===== config.mk =====
export PLATFORM = sky130hd
export DESIGN_NAME = arm_multicycle_controller
export DESIGN_NICKNAME = d
export VERILOG_FILES = /design/src/rtl/arm_multicycle_controller.sv
export SDC_FILE = /design/constraint.sdc
export NUM_CORES = 1
export LEC_CHECK = 0
export CELL_PAD_IN_SITES_DETAIL_PLACEMENT = 1
export CELL_PAD_IN_SITES_GLOBAL_PLACEMENT = 1
export CORE_MARGIN = 1
export CORE_UTILIZATION = 36
export CTS_CLUSTER_DIAMETER = 80
export CTS_CLUSTER_SIZE = 10
export DETAILED_ROUTE_END_ITERATION = 8
export DONT_BUFFER_PORTS = 1
export GPL_TIMING_DRIVEN = 0
export PLACE_DENSITY = 0.78
export SYNTH_ARGS = -nofsm -noshare
export SYNTH_HDL_FRONTEND = slang
export SYNTH_SLANG_ARGS = --single-unit

===== constraint.sdc =====
create_clock -name clk -period 1.4 [get_ports clk]
set_input_delay 0.28 -clock clk [delete_from_list [all_inputs] [get_ports clk]]
set_output_delay 0.28 -clock clk [all_outputs]
set_load 0.01 [all_outputs]

===== src/rtl/arm_multicycle_controller.sv =====
`default_nettype none
// ============================================================================
//  Module   : arm_multicycle_controller
//  Brief    : Control unit for the multicycle ARM core. Main FSM
//             (FETCH/DECODE/execute/writeback), ALU decoder, condition
//             check and NZCV flag register.
//  Revision : 1.0 - initial release
// ============================================================================
module arm_multicycle_controller #(
    parameter logic [3:0] FLAGS_RESET = 4'b0000
) (
    input  logic         clk,
    input  logic         reset,
    input  logic [31:12] Instr,
    input  logic [3:0]   ALUFlags,
    output logic         PCWrite,
    output logic         AdrSrc,
    output logic         MemWrite,
    output logic         IRWrite,
    output logic         RegWrite,
    output logic [1:0]   ResultSrc,
    output logic         ALUSrcA,
    output logic [1:0]   ALUSrcB,
    output logic [1:0]   ImmSrc,
    output logic [1:0]   RegSrc,
    output logic [1:0]   ALUControl,
    output logic         shift_flag,
    output logic [3:0]   State
);

    typedef enum logic [3:0] {
        S_FETCH    = 4'd0,
        S_DECODE   = 4'd1,
        S_MEMADR   = 4'd2,
        S_MEMREAD  = 4'd3,
        S_MEMWB    = 4'd4,
        S_MEMWRITE = 4'd5,
        S_EXECUTER = 4'd6,
        S_EXECUTEI = 4'd7,
        S_ALUWB    = 4'd8,
        S_BRANCH   = 4'd9
    } state_t;

    state_t      r_state;
    state_t      w_next;
    state_t      w_dec_state;
    logic [3:0]  r_flags;
    logic        r_cond_ex_q;

    logic [3:0]  w_cond;
    logic [1:0]  w_op;
    logic [5:0]  w_funct;
    logic        w_rd15;
    logic        w_unused_rn;

    logic        w_nextpc, w_branch, w_regw, w_memw, w_irw, w_aluop;
    logic [1:0]  w_dp_ctl, w_dp_flagw, w_flagw;
    logic        w_dp_nowrite, w_dp_shift, w_nowrite;
    logic        w_cond_ex;
    logic        w_n, w_z, w_c, w_v;

    assign w_cond      = Instr[31:28];
    assign w_op        = Instr[27:26];
    assign w_funct     = Instr[25:20];
    assign w_rd15      = (Instr[15:12] == 4'hF);
    assign w_unused_rn = &{1'b0, Instr[19:16]};
    assign {w_n, w_z, w_c, w_v} = r_flags;

    // State register; reset aborts any instruction in flight
    always_ff @(posedge clk) begin
        if (reset) r_state <= S_FETCH;
        else       r_state <= w_next;
    end

    // Next-state sequencing
    always_comb begin
        w_next = S_FETCH;
        case (r_state)
            S_FETCH:    w_next = S_DECODE;
            S_DECODE: begin
                case (w_op)
                    2'b00:   w_next = w_funct[5] ? S_EXECUTEI : S_EXECUTER;
                    2'b01:   w_next = S_MEMADR;
                    2'b10:   w_next = S_BRANCH;
                    default: w_next = S_FETCH;   // undefined opcode runs as a NOP
                endcase
            end
            S_MEMADR:   w_next = w_funct[0] ? S_MEMREAD : S_MEMWRITE;
            S_MEMREAD:  w_next = S_MEMWB;
            S_EXECUTER: w_next = S_ALUWB;
            S_EXECUTEI: w_next = S_ALUWB;
            default:    w_next = S_FETCH;
        endcase
    end

    // Per-state datapath controls; during reset the outputs decode as FETCH
    always_comb begin
        w_dec_state = reset ? S_FETCH : r_state;
        w_nextpc  = 1'b0;
        w_branch  = 1'b0;
        w_regw    = 1'b0;
        w_memw    = 1'b0;
        w_irw     = 1'b0;
        w_aluop   = 1'b0;
        AdrSrc    = 1'b0;
        ResultSrc = 2'b00;
        ALUSrcA   = 1'b0;
        ALUSrcB   = 2'b00;
        case (w_dec_state)
            S_FETCH: begin
                w_irw = 1'b1; w_nextpc = 1'b1;
                ALUSrcA = 1'b1; ALUSrcB = 2'b10; ResultSrc = 2'b10;
            end
            S_DECODE: begin
                ALUSrcA = 1'b1; ALUSrcB = 2'b10; ResultSrc = 2'b10;
            end
            S_MEMADR:   ALUSrcB = 2'b01;
            S_MEMREAD:  AdrSrc = 1'b1;
            S_MEMWB: begin
                ResultSrc = 2'b01; w_regw = 1'b1;
            end
            S_MEMWRITE: begin
                AdrSrc = 1'b1; w_memw = 1'b1;
            end
            S_EXECUTER: w_aluop = 1'b1;
            S_EXECUTEI: begin
                ALUSrcB = 2'b01; w_aluop = 1'b1;
            end
            S_ALUWB:    w_regw = 1'b1;
            S_BRANCH: begin
                ALUSrcB = 2'b01; ResultSrc = 2'b10; w_branch = 1'b1;
            end
            default: ;
        endcase
    end

    // Data-processing command decode from Funct[4:1], S = Funct[0]
    always_comb begin
        w_dp_ctl     = 2'b00;
        w_dp_flagw   = 2'b00;
        w_dp_nowrite = 1'b0;
        w_dp_shift   = 1'b0;
        case (w_funct[4:1])
            4'b0100: begin w_dp_ctl = 2'b00; w_dp_flagw = w_funct[0] ? 2'b11 : 2'b00; end
            4'b0010: begin w_dp_ctl = 2'b01; w_dp_flagw = w_funct[0] ? 2'b11 : 2'b00; end
            4'b0000: begin w_dp_ctl = 2'b10; w_dp_flagw = w_funct[0] ? 2'b10 : 2'b00; end
            4'b1100: begin w_dp_ctl = 2'b11; w_dp_flagw = w_funct[0] ? 2'b10 : 2'b00; end
            4'b1010: begin w_dp_ctl = 2'b01; w_dp_flagw = 2'b11; w_dp_nowrite = 1'b1; end
            4'b1101: begin
                w_dp_ctl = 2'b00; w_dp_shift = 1'b1;
                w_dp_flagw = w_funct[0] ? 2'b10 : 2'b00;
            end
            default: w_dp_nowrite = 1'b1;
        endcase
    end

    // ALU controls only apply while executing; NoWrite is a property of the
    // data-processing instruction itself, so it stays valid into ALUWB
    assign ALUControl = w_aluop ? w_dp_ctl   : 2'b00;
    assign w_flagw    = w_aluop ? w_dp_flagw : 2'b00;
    assign shift_flag = w_aluop & w_dp_shift;
    assign w_nowrite  = (w_op == 2'b00) & w_dp_nowrite;

    // Condition check against the registered NZCV flags
    always_comb begin
        w_cond_ex = 1'b0;
        case (w_cond)
            4'h0: w_cond_ex = w_z;
            4'h1: w_cond_ex = ~w_z;
            4'h2: w_cond_ex = w_c;
            4'h3: w_cond_ex = ~w_c;
            4'h4: w_cond_ex = w_n;
            4'h5: w_cond_ex = ~w_n;
            4'h6: w_cond_ex = w_v;
            4'h7: w_cond_ex = ~w_v;
            4'h8: w_cond_ex = w_c & ~w_z;
            4'h9: w_cond_ex = ~(w_c & ~w_z);
            4'hA: w_cond_ex = (w_n == w_v);
            4'hB: w_cond_ex = (w_n != w_v);
            4'hC: w_cond_ex = ~w_z & (w_n == w_v);
            4'hD: w_cond_ex = w_z | (w_n != w_v);
            4'hE: w_cond_ex = 1'b1;
            default: w_cond_ex = 1'b0;
        endcase
    end

    // Condition outcome frozen at the end of DECODE for the whole instruction
    always_ff @(posedge clk) begin
        if (reset)                   r_cond_ex_q <= 1'b0;
        else if (r_state == S_DECODE) r_cond_ex_q <= w_cond_ex;
    end

    // NZCV register, written only at the end of a passing execute cycle
    always_ff @(posedge clk) begin
        if (reset) begin
            r_flags <= FLAGS_RESET;
        end else if (((r_state == S_EXECUTER) || (r_state == S_EXECUTEI)) && r_cond_ex_q) begin
            if (w_flagw[1]) r_flags[3:2] <= ALUFlags[3:2];
            if (w_flagw[0]) r_flags[1:0] <= ALUFlags[1:0];
        end
    end

    // Write gating; R15 destinations go through the PC enable only
    assign PCWrite  = (w_nextpc | ((w_branch | (w_regw & w_rd15)) & r_cond_ex_q)) & ~reset;
    assign RegWrite = w_regw & ~w_nowrite & r_cond_ex_q & ~(w_rd15 & ~w_branch) & ~reset;
    assign MemWrite = w_memw & r_cond_ex_q & ~reset;
    assign IRWrite  = w_irw & ~reset;

    assign ImmSrc = w_op;
    assign RegSrc = {(w_op == 2'b01), (w_op == 2'b10)};
    assign State  = r_state;

endmodule
`default_nettype wire


==> reports/metrics.cfg, run 1 <==
[run_status]
outcome=complete, but fails checks
violations=negative setup slack

[final_layout]
layout-drive-gt1-share_pct=50.4
num-fill-cells=234
areaGrowthSynthToFinish_pct=55.8
final_area_mm2=0.00127
antennaDiodeCount=0
layout.nets=158
finalNonFillerCells=158

[placed_design]
gp_congestion=0.876
io_buffers=0
dp.cells=140
hpwl_mm=1.85
preCtsSetupSlack_ps=-213
place_area_um2=875

[grt]
grt_overflow=0
grt_max_degree=11
antenna_found_initial=0
grt_pass1_vias=1048
grt_pass1_wl_mm=5.43
grtUsageTotal_pct=30.2

[logic_synthesis]
syn_avg_cell_area_um2=7.24
syn_area_um2=818
synth_top_area_cell=dfxtp_1
ys.warnings.count=0
seq_area_frac_synth_pct=22.0
yosysUniqueCellTypes=40
ys.flop_type=dfxtp_1
syn_nets=139
async_flop_share_pct=0
synthTopCellsByCount=13 x nor2_1, 9 x dfxtp_1
syn_inst=113
synthTopCellsByArea=dfxtp_1 22%, mux2i_1 6.1%, nor2_1 6.0%
ys_seq_elements=9
synth_top_area_share_pct=22.0
synth_edf_count=0
yosysMostFrequentCell=nor2_1

[critical_path]
cp-end-kind=primary output
rr_startpoint=r_flags[2]$_SDFFE_PP0P_
worstPathRequired_ps=1120
startpoint=State[3]$_SDFF_PP0_
cp-start-kind=flip-flop
reg2reg_to=r_cond_ex_q$_SDFFE_PP0P_
worst-r2r-cell-count=5
path_class=reg -> out
critPathArrivalTime_ps=1430
critPathMaxFanout=5
rrSetupSlack_ps=-110

[min_path]
min_path_type=in -> reg
min-delay-start=ALUFlags[0]
min_to=r_flags[0]$_SDFFE_PP0P_
hold_depth=2

[cts]
cts_buffer_depth=2
cts.sinks=9
numCtsBuffers=3
clk_latency_ps=270
cts_max_level=1
cts_tree=built
cts_root_buf=clkbuf_4
clkSlewWorstSetupHoldPaths_ps=80

[die]
die-area_mm2=0.00247
die_x_um=49.7
num_rows=16
io_pins=47
start_util_pct=40.1
core_area_mm2=0.00204
die_h_um=49.7

[timing]
rsz0062_at_grt=true
finalCritPeriodShare_pct=122
tightest_slew_ps=338
setup_ws_ps=-314
hold_viol=0
fin_worst_skew_ps=3.88
post-route-min-period_ps=1710
maxClockFrequency_mhz=584
relSlewSlack_pct=77.4
setup_viol=15
fin_worst_hold_slack_ps=159
drv_slew=0

[route]
totalWireLength_mm=3.47
route.vias.total=983
viasPerCell=6.22
drt-pass1-iter-count=4
wire_per_inst_um=22.0
ant_nets=0
drcViolationCount=0
first_iter_violations=16

[power]
power.density_mw_per_mm2=635
leakagePower_nw=0.507
ir_drop_mv=0.553

[flow_run]
drv_cap=0

timing repair:
item                                    CTS  global route
hold endpoints to repair                  0             0
pin swaps                                16            15
endpoints found under the setup margin   17            18
gates resized for setup                  51            16
buffers inserted                         12             2
cloned                                    1             0
hold buffers                              0             0
registers in the layout, summed over array words and instances, names as in the netlist:
name	cells
r_flags	4
r_cond_ex_q	1
State	4
logic make-up (layout without fill, tap and decap cells):
| logic type | count (synthesis) | after routing | synth area share (%) |
|---|---|---|---|
| AOI/OAI and AO/OA | 25 | 25 | 20.2 |
| xor gates and xnor gates | 4 | 4 | 4.28 |
| buffers and inverters | 12 | 30 | 7.64 |
| DFF | 9 | 9 | 22.0 |
| muxes | 5 | 5 | 6.12 |
| and+or+nand+nor | 58 | 58 | 39.8 |
per-layer routing:
metal | global-route usage, % | up-vias | share of wire (%)
met5 | 0 | - | 0
met4 | 10.0 | 0 | 1.4
met3 | 4.94 | 8 | 5.4
met2 | 54.3 | 46 | 52
met1 | 35.8 | 488 | 41
li1 | - | 441 | -
power breakdown:
group	total [mW]	switching (mW)	internal (mW)
clock	0.225	0.115	0.110
combinational	0.292	0.154	0.139
sequential	0.292	0.0282	0.264
total	0.809	0.297	0.513
cells in the final DEF, fill, tap and decap left out, types with 2 or more instances in the layout:
cell      instances
buf_4            12
nand3b_1          2
nor2_4            2
nor2b_1           5
nor3b_1           2
a21oi_2           2
dfxtp_4           5
o21ai_2           2
nor3_1            2
a31oi_1           2
clkbuf_4          4
nand4_1           2
nand2_4           2
nand3_1           2
or2_4             2
and3_1            2
nor2_1           10
inv_1             3
o21ai_0           6
nor3_2            2
nor2b_4           2
mux2i_1           5
buf_6             4
nand2b_1          3
nor3_4            4
dfxtp_2           2
nand2_1           4
xor2_1            3
a21oi_1           3
dfxtp_1           2
final cells by class:
| type | instances | area [µm²] | share of cell area (%) |
|---|---|---|---|
| multi-input combinational | 92 | 777 | 60.9 |
| sequential | 9 | 201 | 15.8 |
| timing repair buffer | 14 | 125 | 9.81 |
| buffer | 8 | 96.3 | 7.56 |
| tap | 27 | 33.8 | 2.65 |
| clock buffer | 4 | 26.3 | 2.06 |
| inverter | 4 | 15.0 | 1.18 |
metrics by stage:
step                      power (mW)  utilization [%]  TNS (ps)
after detailed placement       0.461             42.8     -1100
after global routing           0.848             62.4     -3850
after floorplan                0.428                -     -6.02
after global placement         0.453             42.8      -660
after CTS                      0.759             58.9     -2460
final                          0.809             62.4     -2910
worst max-delay path, stage by stage (launching register included):
cell,delay [ps]
dfxtp_4,390
buf_8,140
nor3b_4,240
a21oi_2,60
nor2_1,110
a31oi_1,70
nor2_2,150
worst max-delay path by stage:
| stage | to | cells past startpoint | slack [ps] |
|---|---|---|---|
| 6_report | ALUSrcB[0] | 6 | -310 |
| 3_3_place_gp | PCWrite | 5 | -140 |
| 5_1_grt | ALUSrcB[0] | 6 | -360 |
| 2_1_floorplan | IRWrite | 3 | -6 |
| 4_1_cts | ALUSrcB[0] | 6 | -230 |
| 3_5_place_dp | PCWrite | 5 | -210 |
No activity file was read; power rests on OpenSTA's default activity.
==> inputs of run 2 (changes only) <==
==> constraint.sdc (replaced) <==
create_clock -name clk -period 1.4 [get_ports clk]
set_input_delay 0.28 -clock clk [delete_from_list [all_inputs] [get_ports clk]]
set_output_delay 0.28 -clock clk [all_outputs]
set_load 0.005 [all_outputs]
==> run 2 against run 1 <==
  * The flow still finishes with violations (negative setup slack)
  * Critical endpoint is now PCWrite
  * Critical path depth unchanged
  * Fmax is 4.1% higher
  * Combinational power decreased by 13%
  * Cell area down 8.1%
  * Largest cell class unchanged
  * Clock power shrank 3%
  * Via count down 3.0%
==> reports/metrics.cfg, run 2 (synthesized netlist as in run 1, its figures left out) <==
[cts]
cts.sinks=9
clk_latency_ps=280
cts_root_buf=clkbuf_4
cts_tree=built
clkSlewWorstSetupHoldPaths_ps=70
cts_max_level=1
cts_buffer_depth=2
numCtsBuffers=3
ctsHoldBuffers=0

[min_path]
min_path_type=in -> reg

[die]
die_x_um=49.7
die_h_um=49.7
die-area_mm2=0.00247
io_pins=47
num_rows=16
start_util_pct=40.1
core_area_mm2=0.00204

[timing]
maxClockFrequency_mhz=607
relSlewSlack_pct=78.8
setup_ws_ps=-247
finalCritPeriodShare_pct=118
setup_viol=14
drv_slew=0
post-route-min-period_ps=1650
fin_worst_skew_ps=9.76
hold_viol=0
tightest_slew_ps=314
rsz0062_at_grt=true
fin_worst_hold_slack_ps=147

[run_status]
outcome=complete, but fails checks
violations=negative setup slack

[critical_path]
reg2reg_to=r_cond_ex_q$_SDFFE_PP0P_
cp-start-kind=flip-flop
worstPathRequired_ps=1120
path_class=reg -> out
startpoint=State[3]$_SDFF_PP0_
cp-end-kind=primary output
rrSetupSlack_ps=-120
critPathMaxFanout=8
rr_startpoint=State[2]$_SDFF_PP0_
worst-r2r-cell-count=6
critPathArrivalTime_ps=1370
endpoint=PCWrite

[final_layout]
layout_commonest_cell=nor2_1
layout_common_cells=12 x nor2_1, 10 x buf_4, 5 x nor2b_1, 5 x mux2i_1, 5 x o21ai_0
layout-drive-gt1-share_pct=41.7
areaGrowthSynthToFinish_pct=43.1
layout.nets=154
antennaDiodeCount=0
finalNonFillerCells=154
final_area_mm2=0.00117

[grt]
grt_pass1_wl_mm=4.66
grtUsageTotal_pct=25.6
antenna_found_initial=0
grt_pass1_vias=1019
grt_max_degree=11
grt_overflow=0

[route]
drt-pass1-iter-count=4
drcViolationCount=0
totalWireLength_mm=3.04
wire_per_inst_um=19.8
viasPerCell=6.19
route.vias.total=954
first_iter_violations=18
ant_nets=0

[power]
leakagePower_nw=0.442
ir_drop_mv=0.465
power.density_mw_per_mm2=650
p_total_mw=0.762

[placed_design]
place_area_um2=852
hpwl_mm=1.87
io_buffers=0
preCtsSetupSlack_ps=-248
dp.cells=140
gp_congestion=0.874

[flow_run]
drv_cap=0

[run 2: cell types whose count changed in the layout (fill, tap and decap cells not counted), moves of 2 or more]
| cell | change |
|---|---|
| o21ai_1 | +2 |
| nand2_2 | +2 |
| nor2_1 | +2 |
| dfxtp_1 | +2 |
| nand2_4 | -2 |
| buf_4 | -2 |
[run 2: critical path, cell delays in order, from the launching register on]
cell and delay (ps):
dfxtp_4 390, buf_8 150, buf_4 130, nand3_1 90
o21ai_1 100, nand3b_1 120, o21ai_1 120
[run 2: final cells by class]
class,count,area [µm²]
inverters,4,15.0
multi-input cells,92,717
plain buffers,8,100
fillers,246,871
flip-flops and latches,9,196
repair buffers,10,82.6
clock buffers,4,26.3
well taps,27,33.8
[run 2: power by group]
part           internal (mW)  total, mW  leakage, nW  switching [mW]
registers              0.266      0.289       0.0764          0.0235
clock network          0.111      0.218       0.0150           0.108
logic                  0.125      0.254        0.350           0.129
[run 2: worst min-delay path by stage]
stage / endpoint / start / cells after the start
detailed placement: r_flags[1]$_SDFFE_PP0P_ / ALUFlags[1] / 2
CTS: r_flags[1]$_SDFFE_PP0P_ / ALUFlags[1] / 2
global placement: r_flags[2]$_SDFFE_PP0P_ / ALUFlags[2] / 2
finish: r_flags[1]$_SDFFE_PP0P_ / ALUFlags[1] / 2
global route: State[2]$_SDFF_PP0_ / Instr[20] / 2
floorplan: r_flags[0]$_SDFFE_PP0P_ / ALUFlags[0] / 2
[run 2: repair_timing]
action,4_1_cts,5_1_grt
gates resized for setup,45,13
hold endpoints to repair,0,0
endpoints found under the setup margin,17,18
setup buffers,6,4
pin swaps,12,10
[run 2: layer usage]
layer  vias to the layer above  wire [µm]  GRT usage (%)
met5                         -          0              0
met4                         0        101           19.0
met3                         9        203           6.48
met2                        37       1530           40.8
met1                       476       1210           29.2
li1                        432          -              -
[run 2: metrics by stage]
stage,utilization (%),TNS (ps)
6_report,57.4,-1990
5_1_grt,57.4,-2980
4_1_cts,53.2,-1620
3_5_place_dp,41.7,-1430
3_3_place_gp,41.7,-942
2_1_floorplan,-,0
